[src/rtl/io_bus_ctrl.sv]
`default_nettype none
// ============================================================================
//  Module   : io_bus_ctrl
//  Brief    : Memory-mapped I/O bus controller for the MIPS data port.
//             Decodes memory versus N_DEV devices, runs a req/ack handshake
//             with wait states, a timeout watchdog and a bus-error flag.
//  Revision : 1.0 - initial release
// ============================================================================
module io_bus_ctrl #(
    parameter int         N_DEV   = 3,
    parameter int         DW      = 32,
    parameter int         AW      = 32,
    parameter logic [3:0] IO_TAG  = 4'hF,
    parameter int         TIMEOUT = 15
) (
    input  logic                clk,
    input  logic                reset,
    input  logic                req,
    input  logic                we,
    input  logic [AW-1:0]       addr,
    input  logic [DW-1:0]       wdata,
    output logic [DW-1:0]       readdata,
    output logic                done,
    output logic                err,
    output logic                busy,
    output logic                bus_we,
    output logic [AW-1:0]       bus_addr,
    output logic [DW-1:0]       bus_wdata,
    output logic                mem_en,
    input  logic                mem_ack,
    input  logic [DW-1:0]       mem_rd,
    output logic [N_DEV-1:0]    dev_en,
    input  logic [N_DEV-1:0]    dev_ack,
    input  logic [N_DEV*DW-1:0] dev_rd
);

    localparam int         c_CW     = $clog2(TIMEOUT);
    localparam logic [1:0] c_IDLE   = 2'd0;
    localparam logic [1:0] c_ACCESS = 2'd1;
    localparam logic [1:0] c_DONE   = 2'd2;

    logic [1:0]      r_state;
    logic [1:0]      w_next;
    logic [c_CW-1:0] r_cnt;
    logic            r_is_mem;
    logic [3:0]      r_idx;
    logic            r_err;

    logic            w_is_io;
    logic [3:0]      w_idx;
    logic            w_bad;
    logic            w_sel_ack;
    logic [DW-1:0]   w_sel_rd;
    logic            w_timeout;

    // Address decode of the incoming request (only used in IDLE)
    assign w_is_io   = (addr[AW-1 -: 4] == IO_TAG);
    assign w_idx     = addr[11:8];
    assign w_bad     = w_is_io && ({1'b0, w_idx} >= 5'(N_DEV));
    // Last waiting cycle: the counter has seen TIMEOUT-1 ack-less edges
    assign w_timeout = (r_cnt == c_CW'(TIMEOUT - 1));

    // Route only the latched target's ack and read data; others are ignored
    always_comb begin
        w_sel_ack = 1'b0;
        w_sel_rd  = '0;
        if (r_is_mem) begin
            w_sel_ack = mem_ack;
            w_sel_rd  = mem_rd;
        end else begin
            for (int i = 0; i < N_DEV; i++) begin
                if (r_idx == i[3:0]) begin
                    w_sel_ack = dev_ack[i];
                    w_sel_rd  = dev_rd[i*DW +: DW];
                end
            end
        end
    end

    // State register
    always_ff @(posedge clk) begin
        if (reset) begin
            r_state <= c_IDLE;
        end else begin
            r_state <= w_next;
        end
    end

    // Next-state logic
    always_comb begin
        w_next = r_state;
        case (r_state)
            c_IDLE: begin
                if (req) begin
                    w_next = w_bad ? c_DONE : c_ACCESS;
                end
            end
            c_ACCESS: begin
                if (w_sel_ack || w_timeout) begin
                    w_next = c_DONE;
                end
            end
            c_DONE:  w_next = c_IDLE;
            default: w_next = c_IDLE;
        endcase
    end

    // Request latch, wait counter, error flag and read-data register
    always_ff @(posedge clk) begin
        if (reset) begin
            bus_we    <= 1'b0;
            bus_addr  <= '0;
            bus_wdata <= '0;
            r_is_mem  <= 1'b0;
            r_idx     <= '0;
            r_cnt     <= '0;
            r_err     <= 1'b0;
            readdata  <= '0;
        end else begin
            case (r_state)
                c_IDLE: begin
                    if (req) begin
                        bus_we    <= we;
                        bus_addr  <= addr;
                        bus_wdata <= wdata;
                        r_is_mem  <= !w_is_io;
                        r_idx     <= w_idx;
                        r_cnt     <= '0;
                        r_err     <= w_bad;
                    end
                end
                c_ACCESS: begin
                    // Ack beats a coincident timeout
                    if (w_sel_ack) begin
                        r_err <= 1'b0;
                        if (!bus_we) begin
                            readdata <= w_sel_rd;
                        end
                    end else if (w_timeout) begin
                        r_err <= 1'b1;
                        if (!bus_we) begin
                            readdata <= '0;
                        end
                    end else begin
                        // Never reaches past TIMEOUT-1, so it cannot wrap
                        r_cnt <= r_cnt + 1'b1;
                    end
                end
                default: ;
            endcase
        end
    end

    // Outputs decoded from state and the latched target
    always_comb begin
        busy   = (r_state != c_IDLE);
        done   = (r_state == c_DONE);
        err    = done && r_err;
        mem_en = (r_state == c_ACCESS) && r_is_mem;
        dev_en = '0;
        if ((r_state == c_ACCESS) && !r_is_mem) begin
            for (int i = 0; i < N_DEV; i++) begin
                if (r_idx == i[3:0]) begin
                    dev_en[i] = 1'b1;
                end
            end
        end
    end

endmodule
`default_nettype wire

[config.mk]
export PLATFORM = sky130hd
export DESIGN_NAME = io_bus_ctrl
export DESIGN_NICKNAME = d
export VERILOG_FILES = /design/src/rtl/io_bus_ctrl.sv
export SDC_FILE = /design/constraint.sdc
export NUM_CORES = 1
export LEC_CHECK = 0
export CORE_ASPECT_RATIO = 0.5
export CORE_MARGIN = 2
export CORE_UTILIZATION = 40
export DETAILED_ROUTE_END_ITERATION = 12
export PLACE_DENSITY_LB_ADDON = 0.3
export SLEW_MARGIN = 5
export SYNTH_ARGS = -nofsm -noshare
export SYNTH_HDL_FRONTEND = slang
export SYNTH_SLANG_ARGS = --single-unit
[constraint.sdc]
create_clock -name clk -period 4.8 [get_ports clk]
set_input_delay 1.2 -clock clk [delete_from_list [all_inputs] [get_ports clk]]
set_output_delay 1.2 -clock clk [all_outputs]
set_load 0.005 [all_outputs]
==> reports/metrics.cfg <==
[run_status]
status = completed

[layout]
nets = 1047
area_delta_synth_final_pct = 71.0
antennaDiodeCount = 0
final_util_pct = 69.4
stdcell_count = 1015
final_area_um2 = 8100
drive_above_1_share_pct = 4.24

[placed_design]
place_ws_ns = 1.18
placed_cells_incl_taps = 999
io_buffer_count = 303
placed_area_um2 = 7810
dpl.hpwl_um = 11800
place.gp.congestion = 0.830

[power]
leakage_nw = 2.91
pwr-share-clk_pct = 30.9
swShare_pct = 27.7
p_switching_mw = 0.629
p_comb_share_pct = 26.8
power_density_nw_per_um2 = 280
total_power_mw = 2.27
seqPwrFrac_pct = 42.3
irDropWorstVdd_mv = 0.198
p_int_mw = 1.64

[floorplan]
start_util_pct = 40.6
die_h_um = 81.0
rows = 28
io_pins = 304
die-area_um2 = 12800
core_um2 = 11700
fp.dieW_um = 158

[setup_path]
worst_r2r_path_depth = 6
regToRegEndpoint = readdata[15]
cp.arrival_ns = 2.78
worstReg2RegStart = r_is_mem
cp-startpoint = bus_addr[9]
cp_data_required_time_ns = 3.60
criticalPathCategory = flop to output pin
crit_path_max_fanout = 20
start_kind = flop
crit_end = dev_en[1]
ff2ff_setup_slack_ns = 2.23
crit_path_end_kind = output pin

[synth]
synth-seq-area-share_pct = 44.4
netlist-cell-type-count = 43
yosysWarnings = 0
ys_ff_latch = 105
syn_area_per_cell_um2 = 8.30
ys.flop_type = dfxtp_1
syn_area_um2 = 4740
syn_inst = 571
synth_edf_count = 0
async_flop_share_pct = 0
synth_nets = 773

[worst_hold_path]
hold_class = flop to flop

[detailed_routing]
route.met2.wl_um = 7860
top_layer_used = met4
drt_wl_total_um = 16000
dr_wl_met3_um = 1310
first_iter_violations = 307
dr.pass1.iters = 4
vias = 5161
ant_nets = 0
wl_met1_um = 6500
avgViaCountPerCell = 5.08
drc = 0
wire_per_inst_um = 15.8

[sta]
max_freq_mhz = 251
finalHoldViolCount = 0
fin_hold_ws_ns = 0.453
worst_pin_slew_ns = 1.25
min_period_over_period_pct = 83.0
setup_tns_ns = 0
fin_ws_ns = 0.817
period_needed_ns = 3.98
finClkSkew_ns = 0.00572
rsz0062_at_grt = false
report.final.slew_viol_count = 0
setup_violations = 0
slew_headroom_pct = 16.5

[clock_network]
clockRootBuffer = clkbuf_16
post_cts_buffers = 0
postCtsResizedCells = 0
postCtsHoldBufs = 0
htree_levels = 3
clock-sinks = 105
cts_buffers = 9
cts.path.max_buffers = 2
tritoncts = yes
worstSkewPairLatency_ns = 0.33
clkSlewWorstSetupHoldPaths_ns = 0.07

[grt]
grt_pass1_vias = 4727
antenna_found_initial = 0
grt_remaining_overflow = 0
grt_max_degree = 75
grt.total_usage_pct = 22.9
grt_pass1_wl_um = 23400

[run]
cap_viol_max_count = 0

power by group through the flow:
stage / Clock [mW] / Combinational [mW] / Sequential [mW]
4_1_cts: 0.718 / 0.611 / 0.961
2_1_floorplan: 0 / 0.267 / 0.984
5_1_grt: 0.746 / 0.658 / 0.968
3_3_place_gp: 0 / 0.597 / 0.979
3_5_place_dp: 0 / 0.607 / 0.981
6_report: 0.702 / 0.608 / 0.961
how the worst min path moves through the flow:
stage                  start       endpoint  slack, ns  cells past startpoint
3_3_place_gp   bus_wdata[27]  bus_wdata[27]       0.44                      2
5_1_grt        bus_wdata[21]  bus_wdata[21]       0.47                      2
4_1_cts         bus_wdata[1]   bus_wdata[1]       0.46                      2
3_5_place_dp   bus_wdata[21]  bus_wdata[21]       0.45                      2
2_1_floorplan       r_cnt[3]       r_cnt[3]       0.45                      2
6_report        bus_wdata[6]   bus_wdata[6]       0.45                      2
layout make-up:
type,count,area (um^2)
Fill cell,946,3560
Timing Repair Buffer,311,3090
Multi-Input combinational cell,412,2390
Sequential cell,105,2100
Clock buffer,10,239
Tap cell,165,206
Clock inverter,6,50.0
Inverter,6,22.5
logic make-up (layout without fill, tap and decap cells):
kind of cell	count (synthesis)	after routing	synth area share, %
simple gates	212	212	18.8
compound gates	166	166	24.3
flops	105	105	44.4
buf+inv	54	333	5.23
mux	32	32	6.76
fa+ha+maj	2	2	0.528
cell usage after synthesis (all sizes together), types with 3 or more instances:
| cell | n | area share (%) |
|---|---|---|
| o2bb2ai | 18 | 3.3 |
| nand2 | 149 | 12 |
| nor3 | 3 | 0.32 |
| nor2 | 37 | 2.9 |
| and2 | 5 | 0.66 |
| clkbuf | 27 | 2.1 |
| buf | 21 | 2.6 |
| a21oi | 83 | 8.8 |
| dfxtp | 105 | 44 |
| a211oi | 16 | 2.5 |
| a221oi | 19 | 3.5 |
| a22o | 14 | 2.6 |
| mux2i | 32 | 6.8 |
| inv | 6 | 0.48 |
| o211ai | 4 | 0.92 |
| or3 | 4 | 0.53 |
worst max-delay path: stages (launching register included):
cell             delay (ns)
dfxtp_1                0.39
or3_1                  0.66
or2_1                  0.59
nor3_1                 0.26
clkdlybuf4s50_1        0.54
metal layers:
metal	GRT usage, %	up-vias
met5	0	-
met4	6.45	0
met3	6.88	25
met2	41.1	184
met1	26.8	2401
li1	-	2551
cells in the final DEF (no fill, tap or decap), drive strengths merged, types with 3 or more instances in the layout:
master	netlist	layout
and2	5	5
o211ai	4	4
dfxtp	105	105
clkdlybuf4s50	0	302
nor3	3	3
a221oi	19	19
clkinv	0	3
buf	21	9
or3	4	4
clkbuf	27	10
a211oi	16	16
o2bb2ai	18	18
inv	6	8
a21oi	83	83
nor2	37	37
nand2	149	149
mux2i	32	32
a22o	14	14
registers in the layout (all words and copies together), names as in the netlist:
name and count:
r_state 2, bus_wdata 32, bus_addr 32, readdata 32, bus_we 1, r_cnt 4, r_is_mem 1, r_err 1
Power figures use the tool's default switching activity.
